## config.mk

```make
export PLATFORM = sky130hd
export DESIGN_NAME = spi_cmd_master
export DESIGN_NICKNAME = d
export VERILOG_FILES = /design/src/rtl/spi_cmd_master.sv
export SDC_FILE = /design/constraint.sdc
export NUM_CORES = 1
export LEC_CHECK = 0
export BUFFER_PORTS_ARGS = -buffer_cell sky130_fd_sc_hd__buf_2
export CAP_MARGIN = 10
export CORE_UTILIZATION = 45
export CTS_BUF_LIST = sky130_fd_sc_hd__clkbuf_4 sky130_fd_sc_hd__clkbuf_8
export DETAILED_ROUTE_END_ITERATION = 7
export HOLD_SLACK_MARGIN = 0.02
export MAX_ROUTING_LAYER = met4
export PLACE_DENSITY = 0.64
export SKIP_CTS_REPAIR_TIMING = 1
export SLEW_MARGIN = 25
export SYNTH_ARGS = -nofsm -noshare
export SYNTH_HDL_FRONTEND = slang
export SYNTH_SLANG_ARGS = --single-unit
```

## constraint.sdc

```tcl
create_clock -name sys_clk -period 2.9 [get_ports sys_clk]
set_input_delay 0.145 -clock sys_clk [delete_from_list [all_inputs] [get_ports sys_clk]]
set_output_delay 0.145 -clock sys_clk [all_outputs]
set_load 0.02 [all_outputs]
```

## src/rtl/spi_cmd_master.sv

```systemverilog
// SPI mode-0 initiator for the PET bus-bridge command protocol: 4 bytes per request, one cs_n frame per byte.
// Optional read path enabled by defining SPI_CMD_MASTER_READ_EN.
module spi_cmd_master #(
    parameter int SCLK_DIV  = 2,
    parameter int CS_GAP    = 4,
    parameter int READ_WAIT = 16
) (
    input  logic        sys_clk,
    input  logic        reset,
    input  logic        start,
    input  logic        rw_b,
    input  logic [16:0] addr,
    input  logic [7:0]  wr_data,
    output logic        busy,
    output logic        done,
    output logic [7:0]  rd_data,
    output logic        spi_sclk,
    output logic        spi_cs_n,
    output logic        spi_mosi,
    input  logic        spi_miso
);

`ifdef SPI_CMD_MASTER_READ_EN
    localparam bit READ_EN = 1'b1;
`else
    localparam bit READ_EN = 1'b0;
`endif

    localparam int MAX_A = (SCLK_DIV > CS_GAP) ? SCLK_DIV : CS_GAP;
    localparam int MAX_T = (MAX_A > READ_WAIT) ? MAX_A : READ_WAIT;
    localparam int CW    = $clog2(MAX_T + 1);

    localparam logic [CW-1:0] DIV_LAST  = CW'(SCLK_DIV - 1);
    localparam logic [CW-1:0] GAP_LAST  = CW'(CS_GAP - 1);
    localparam logic [CW-1:0] WAIT_LAST = CW'(READ_WAIT - 1);

    typedef enum logic [2:0] {
        IDLE, CS_SETUP, SCLK_HI, SCLK_LO, GAP, WAIT, DONE
    } state_t;

    state_t        state;
    logic [CW-1:0] cnt;
    logic [3:0]    bit_cnt;
    logic [1:0]    byte_cnt;
    logic [7:0]    sh;
    logic [7:0]    rx;
    logic          is_read;
    logic [16:0]   addr_q;
    logic [7:0]    wr_q;
    logic          rd_req;
    logic [7:0]    next_byte;

    function automatic logic [7:0] frame_byte(input logic [1:0] idx, input logic rd,
                                              input logic [16:0] a, input logic [7:0] d);
        case (idx)
            2'd0:    return {rd, a[16], 6'd0};
            2'd1:    return a[15:8];
            2'd2:    return a[7:0];
            default: return rd ? 8'h00 : d;
        endcase
    endfunction

    assign rd_req = READ_EN && rw_b;

    // Leaving WAIT, byte_cnt already points at B3; leaving GAP it still points at the byte just sent.
    always_comb begin
        next_byte = frame_byte((state == WAIT) ? byte_cnt : byte_cnt + 2'd1, is_read, addr_q, wr_q);
    end

    // NOTE: every register here uses <= so all same-edge reads see pre-edge values, independent of statement order.
    always_ff @(posedge sys_clk or posedge reset) begin
        if (reset) begin
            state    <= IDLE;
            cnt      <= '0;
            bit_cnt  <= '0;
            byte_cnt <= '0;
            sh       <= '0;
            rx       <= '0;
            is_read  <= 1'b0;
            addr_q   <= '0;
            wr_q     <= '0;
            busy     <= 1'b0;
            done     <= 1'b0;
            rd_data  <= 8'h00;
            spi_sclk <= 1'b0;
            spi_cs_n <= 1'b1;
            spi_mosi <= 1'b0;
        end else begin
            done <= 1'b0;
            case (state)
                IDLE: begin
                    if (start) begin
                        is_read  <= rd_req;
                        addr_q   <= addr;
                        wr_q     <= wr_data;
                        sh       <= {rd_req, addr[16], 6'd0};
                        spi_mosi <= rd_req;
                        spi_cs_n <= 1'b0;
                        busy     <= 1'b1;
                        byte_cnt <= '0;
                        cnt      <= '0;
                        state    <= CS_SETUP;
                    end
                end
                CS_SETUP: begin
                    if (cnt == DIV_LAST) begin
                        cnt      <= '0;
                        spi_sclk <= 1'b1;
                        rx       <= {rx[6:0], spi_miso};
                        bit_cnt  <= '0;
                        state    <= SCLK_HI;
                    end else begin
                        cnt <= cnt + 1'b1;
                    end
                end
                SCLK_HI: begin
                    if (cnt == DIV_LAST) begin
                        cnt      <= '0;
                        spi_sclk <= 1'b0;
                        sh       <= {sh[6:0], 1'b0};
                        spi_mosi <= sh[6];
                        bit_cnt  <= bit_cnt + 4'd1;
                        state    <= SCLK_LO;
                    end else begin
                        cnt <= cnt + 1'b1;
                    end
                end
                SCLK_LO: begin
                    if (cnt == DIV_LAST) begin
                        cnt <= '0;
                        if (bit_cnt == 4'd8) begin
                            spi_cs_n <= 1'b1;
                            spi_mosi <= 1'b0;
                            state    <= GAP;
                        end else begin
                            spi_sclk <= 1'b1;
                            rx       <= {rx[6:0], spi_miso};
                            state    <= SCLK_HI;
                        end
                    end else begin
                        cnt <= cnt + 1'b1;
                    end
                end
                GAP: begin
                    if (cnt == GAP_LAST) begin
                        cnt      <= '0;
                        byte_cnt <= byte_cnt + 2'd1;
                        if (byte_cnt == 2'd3) begin
                            state <= DONE;
                        end else if (is_read && byte_cnt == 2'd2 && READ_WAIT > 0) begin
                            state <= WAIT;
                        end else begin
                            sh       <= next_byte;
                            spi_mosi <= next_byte[7];
                            spi_cs_n <= 1'b0;
                            state    <= CS_SETUP;
                        end
                    end else begin
                        cnt <= cnt + 1'b1;
                    end
                end
                WAIT: begin
                    if (cnt == WAIT_LAST) begin
                        cnt      <= '0;
                        sh       <= next_byte;
                        spi_mosi <= next_byte[7];
                        spi_cs_n <= 1'b0;
                        state    <= CS_SETUP;
                    end else begin
                        cnt <= cnt + 1'b1;
                    end
                end
                DONE: begin
                    done  <= 1'b1;
                    busy  <= 1'b0;
                    if (READ_EN && is_read) rd_data <= rx;
                    state <= IDLE;
                end
                default: state <= IDLE;
            endcase
        end
    end

endmodule

```

### After elaboration in Yosys (flattened, before gate mapping)

Cells that the tools add are included.

| storage, ports and cells | value |
|---|---|
| bits in registers | 51 |
| input port bits | 30 |
| output and inout bits | 13 |
| logic and storage cells | 108 |

| cells by class | value |
|---|---|
| add/sub/neg operators | 3 |
| equality and inequality tests | 22 |
| multiplexer cells | 50 |
| reductions and logical operators | 21 |

Operators by type and width:

| cell | count |
|---|---|
| 2-to-1 mux 7 bit | 5 |
| one-hot mux 7 bit (4 select lines) | 1 |
| 2-to-1 mux 3 bit | 8 |
| one-hot mux 8 bit (3 select lines) | 1 |
| 2-to-1 mux 5 bit | 4 |
| one-hot mux 5 bit (4 select lines) | 1 |
| 2-to-1 mux 1 bit | 18 |
| one-hot mux 3 bit (6 select lines) | 1 |
| != test 2 bit (second input constant) | 8 |
| AND reduction 6 bit | 2 |
| nonzero test 4 bit | 3 |
| == test 3 bit (second input constant) | 3 |
| 2-to-1 mux 4 bit | 2 |
| one-hot mux 4 bit (2 select lines) | 1 |
| AND reduction 8 bit | 1 |
| AND reduction 7 bit | 1 |
| == test 3 x 2 -> 1 bit (second input constant) | 2 |
| 2-to-1 mux 2 bit | 3 |
| AND reduction 2 bit | 3 |
| AND reduction 3 bit | 2 |
| nonzero test 2 bit | 3 |
| adder 5 x 1 -> 5 bit (second input constant) | 1 |
| == test 5 x 1 -> 1 bit (second input constant) | 1 |
| == test 5 x 2 -> 1 bit (second input constant) | 1 |
| 19 further kinds | 20 |

### Depth between registers and ports, before layout

| depth | value |
|---|---|
| word-level depth | 7 |
| depth in mapped cells | 8 |
| mapped depth without buffers | 8 |

### Least setup slack after synthesis

OpenSTA, ideal clock, no wires.

| timing | value |
|---|---|
| path type | register -> register |
| from | reg cnt[0] |
| to | reg sh[0] |
| library setup time | 0.125 ns |
| data arrival time | 1.872 ns |
| data required time | 2.775 ns |
| setup slack | 0.904 ns |
| stages on the path, launching flop included | 9 |
| buffers on the path | 0 |
| period minus slack after synthesis | 1.996 ns |
| cells stage by stage | dfrtp_1 > ha_1 > nand3_1 > inv_1 > ha_1 > o32a_2 > o211ai_4 > nor3_4 > mux2_2 |

| between the ends | value |
|---|---|
| cells in the longest elaborated chain, start to end | 3 |
| elaborated cells on any way between the ends | 7 |
| classes of those cells | eq/ne (6); reduce/logical (1) |

RTL lines:

| item | line | RTL |
|---|---|---|
| start: declaration | 42 | `logic [CW-1:0] cnt;` |
| start signal: assignment | 113 | `cnt <= cnt + 1'b1;` |
| start signal: assignment | 125 | `cnt <= cnt + 1'b1;` |
| start signal: assignment | 141 | `cnt <= cnt + 1'b1;` |
| == test 5 x 2 -> 1 bit (tied with other cells) | 145 | `if (cnt == GAP_LAST) begin` |
| != test 2 bit (no source line) or != test 2 x 1 -> 1 bit (tied branches) | n/a |  |
| AND reduction 6 bit (no source line) (*) | n/a |  |
| end signal: assignment | 120 | `sh <= {sh[6:0], 1'b0};` |
| end signal: assignment | 153 | `sh <= next_byte;` |
| end signal: assignment | 165 | `sh <= next_byte;` |
| end: declaration | 45 | `logic [7:0] sh;` |

Every way passes the cells marked *; elsewhere a longest branch is shown, timed or not.
A chain may end at the register's enable or synchronous reset.

### Worst setup path in the final report

| timing | value |
|---|---|
| from | reg cnt[0] |
| to | reg sh[5] |

The elaborated chain is that of the path after synthesis.

==> metrics.md <==
| Metric | Value |
|---|---|
| Pre-CTS setup slack | `0.615 ns` |
| TNS Setup | `0 ns` |
| Num CTS Buffers | `5` |
| Sw Share | `slightly above 40%` |
| Min-delay worst type | `input pin to register` |
| Unrepaired setup endpoints after global routing | `false` |
| Remaining DRCs | `0` |
| Yosys cell types | `between 50 and 60` |
| Gpl congestion | `0.878` |
| First-pass GRT wire length | `around 10,000 µm` |
| Met3 WL | `approximately 170 µm` |
| Met1 WL | `between 2000 and 3000 µm` |
| Met2 Routed Length | `~2800 µm` |
| Worst skew pair latency | `roughly 0.31 ns` |
| Post-synth top area cell | `dfrtp_1` |
| Status | `completed` |
| P_leak | `roughly 0.0014 µW` |
| Top Metal Used | `met4` |
| Sequential element share of the synthesized area | `a little over two fifths` |
| Share of the synthesized area in the top cell type | `between 40% and 50%` |
| Drt total wl | `about 5700 µm` |
| Hold Vio Cnt, Final | `0` |
| Vias per cell | `between 5 and 6` |
| Fin nets | `358` |
| Max FO, Critical Path | `7` |
| Crit path capture type | `register` |
| # rows | `29` |
| P per Cell Area | `around 960 mW/mm²` |
| Routed Antenna Nets | `0` |
| DR pass1 iterations | `4` |
| Comb power frac | `46.6%` |
| Synth Flop Type | `dfrtp_1` |
| Reg power frac | `a little under 40%` |
| Pin count of the biggest net entering global routing | `between 50 and 60` |
| Dpl hpwl | `between 4000 and 5000 µm` |
| VDD IR max | `roughly 0.42 mV` |
| Layout overhead on the synthesized area | `11.0%` |
| Initial DRC count | `89` |
| Core area | `between 0.006 and 0.007 mm²` |
| Clock Path Buffers | `2` |
| Worst setup margin | `between 0.6 and 0.7 ns` |
| CP startpoint kind | `register` |
| Crit path required time | `between 3 and 4 ns` |
| Global route overflow | `0` |
| Tcrit/Tclk final | `~79%` |
| Slew HR | `a little under three fifths` |
| Fin crit period | `between 2 and 2.5 ns` |
| Count of final setup violators | `0` |
| Final Skew | `0.00641 ns` |
| Asr flop ratio synth | `100%` |
| Clock sink count | `just over 50` |
| Root buffer cell | `clkbuf_8` |
| Max frequency | `439 MHz` |
| Starting Density | `around 47%` |
| H-tree depth | `2` |
| Width of the die | `around 83 µm` |
| Pint | `roughly 1900 µW` |
| Worst Tran Pin Value | `0.657 ns` |
| Top post-synthesis cells by area | `dfrtp_1 (42%), mux2_2 (12%), mux2i_1 (5.1%)` |
| Vias in the first global route | `2,153` |
| Die height | `slightly above 80 µm` |
| Port Buffers | `32` |
| Post-Syn Instances | `289` |
| Number of flops mapped to enable cells by yosys | `0` |
| Register clock-pin slew on the reported worst setup and hold paths | `about 0.10 ns` |
| Slew Viols, Final | `0` |
| Initial antenna violation count | `0` |
| Synthesis warning total | `8` |
| Syn_area_per_cell | `10.2 µm²` |
| Maxcap violations | `0` |
| Hold WS | `around 0.055 ns` |
| Total Die Area | `0.00690 mm²` |
| Clock Power Share | `roughly 14%` |
| CTS tree | `yes` |
| IO Pins | `43` |
| Psw | `approximately 1300 µW` |
| Share of post-route cells with drive strength above 1 | `28.3%` |
| Antenna fix cells | `0` |
| Flops & latches, synth | `a little over 50` |
| Synth Cell Area | `0.00296 mm²` |
| Critical Path AT | `around 2.5 ns` |
| Wire length per cell | `between 10 and 15 µm` |
| Routed via count | `roughly 2,200` |
| Worst setup path class | `register to register` |
| Total track usage | `about a fifth` |
-- Yosys cell counts (all sizes together), types with 4 or more instances --
master / n
dfrtp: 50
a221oi: 4
nor3: 10
nand3: 6
nor2: 20
a21oi: 8
buf: 16
clkbuf: 7
mux2: 33
inv: 10
ha: 7
mux2i: 15
nand2: 29
o21ai: 22
-- cells by family after synthesis --
group                      count (synthesis)  share of synthesized area [%]
and+or+nand+nor                           83                           14.8
AOI/OAI and AO/OA                         62                           14.9
DFF                                       51                           43.2
muxes                                     48                           17.6
buffers and inverters                     34                           5.54
adders and majority gates                  7                           2.96
xor gates and xnor gates                   3                          0.889
other                                      1                          0.127
-- flip-flops by register name, summed over array words and instances, names as in the netlist --
register and count:
addr_q 17, bit_cnt 4, busy 1, byte_cnt 2, cnt 5, done 1
sh 7, spi_cs_n 1, spi_mosi 1, spi_sclk 1, state 3, wr_q 8
-- per-stage QoR --
| step | util [%] | total power [µW] | cell area (µm²) | std cells |
|---|---|---|---|---|
| final | 51.7 | 3170 | 3280 | 399 |
| after global routing | 51.7 | 3430 | 3280 | 399 |
| after CTS | 51.5 | 3190 | 3270 | 398 |
| after detailed placement | 50.1 | 2760 | 3180 | 390 |
| after global placement | 50.0 | 2720 | 3180 | 390 |
| after floorplan | - | 2400 | 2980 | 296 |
-- cell type report --
type                            instances  area, µm²
Fill cell                             585       3070
Multi-Input combinational cell        211       1540
Sequential cell                        51       1280
Timing Repair Buffer                   41        230
Tap cell                               77       96.3
Clock buffer                            6       76.3
Inverter                               11       43.8
Clock inverter                          2       17.5
-- worst max-delay path: stages (launching register included) --
cell and delay, ns:
dfrtp_1 0.44, ha_1 0.24, nand3_1 0.12, inv_1 0.09, ha_1 0.18, o32a_2 0.22, o211ai_4 0.12, nor3_4 0.38
mux2_2 0.38
-- worst paths after layout --
kind                          start          to  slack [ns]  depth (start not counted)
max in group asynchronous     reset   addr_q[6]        2.01                          3
setup / recovery             cnt[0]       sh[5]        0.62                          8
hold / removal             addr[10]  addr_q[10]        0.06                          2
min in group asynchronous     reset     wr_q[0]        0.47                          3
setup reg to reg             cnt[0]       sh[5]        0.62                          8
hold reg to reg            spi_mosi    spi_mosi        0.50                          1
-- routing by layer --
layer | vias to the layer above | global-route usage [%]
met2 | 47 | 31.5
met5 | - | -
met3 | 8 | 2.78
met4 | 0 | 5.17
met1 | 1048 | 23.8
li1 | 1081 | -
-- cell usage in the layout (no fill, tap or decap), types with 3 or more instances in the layout --
master	netlist	routed
nor2_1	19	19
a221oi_1	4	4
o21bai_1	3	3
buf_2	5	32
a31oi_1	3	3
mux2i_1	15	15
mux2_2	32	32
dfrtp_1	50	50
a21oi_1	8	8
inv_1	10	9
nand2b_1	3	3
a22oi_1	3	3
conb_1	1	8
nor3_1	9	9
nand2_1	29	29
o32ai_1	3	3
nand3_1	6	6
ha_1	7	7
o21ai_0	22	22
buf_4	8	8
nand3b_1	3	3
clkbuf_8	0	5
-- power groups by stage --
stage	Clock, µW	Combinational (µW)	Sequential [µW]
4_1_cts	442	1490	1260
3_5_place_dp	0	1480	1280
3_3_place_gp	0	1460	1260
5_1_grt	468	1660	1310
6_report	435	1480	1260
2_1_floorplan	0	1190	1210
Note: power is estimated with default switching activity, not from simulation.
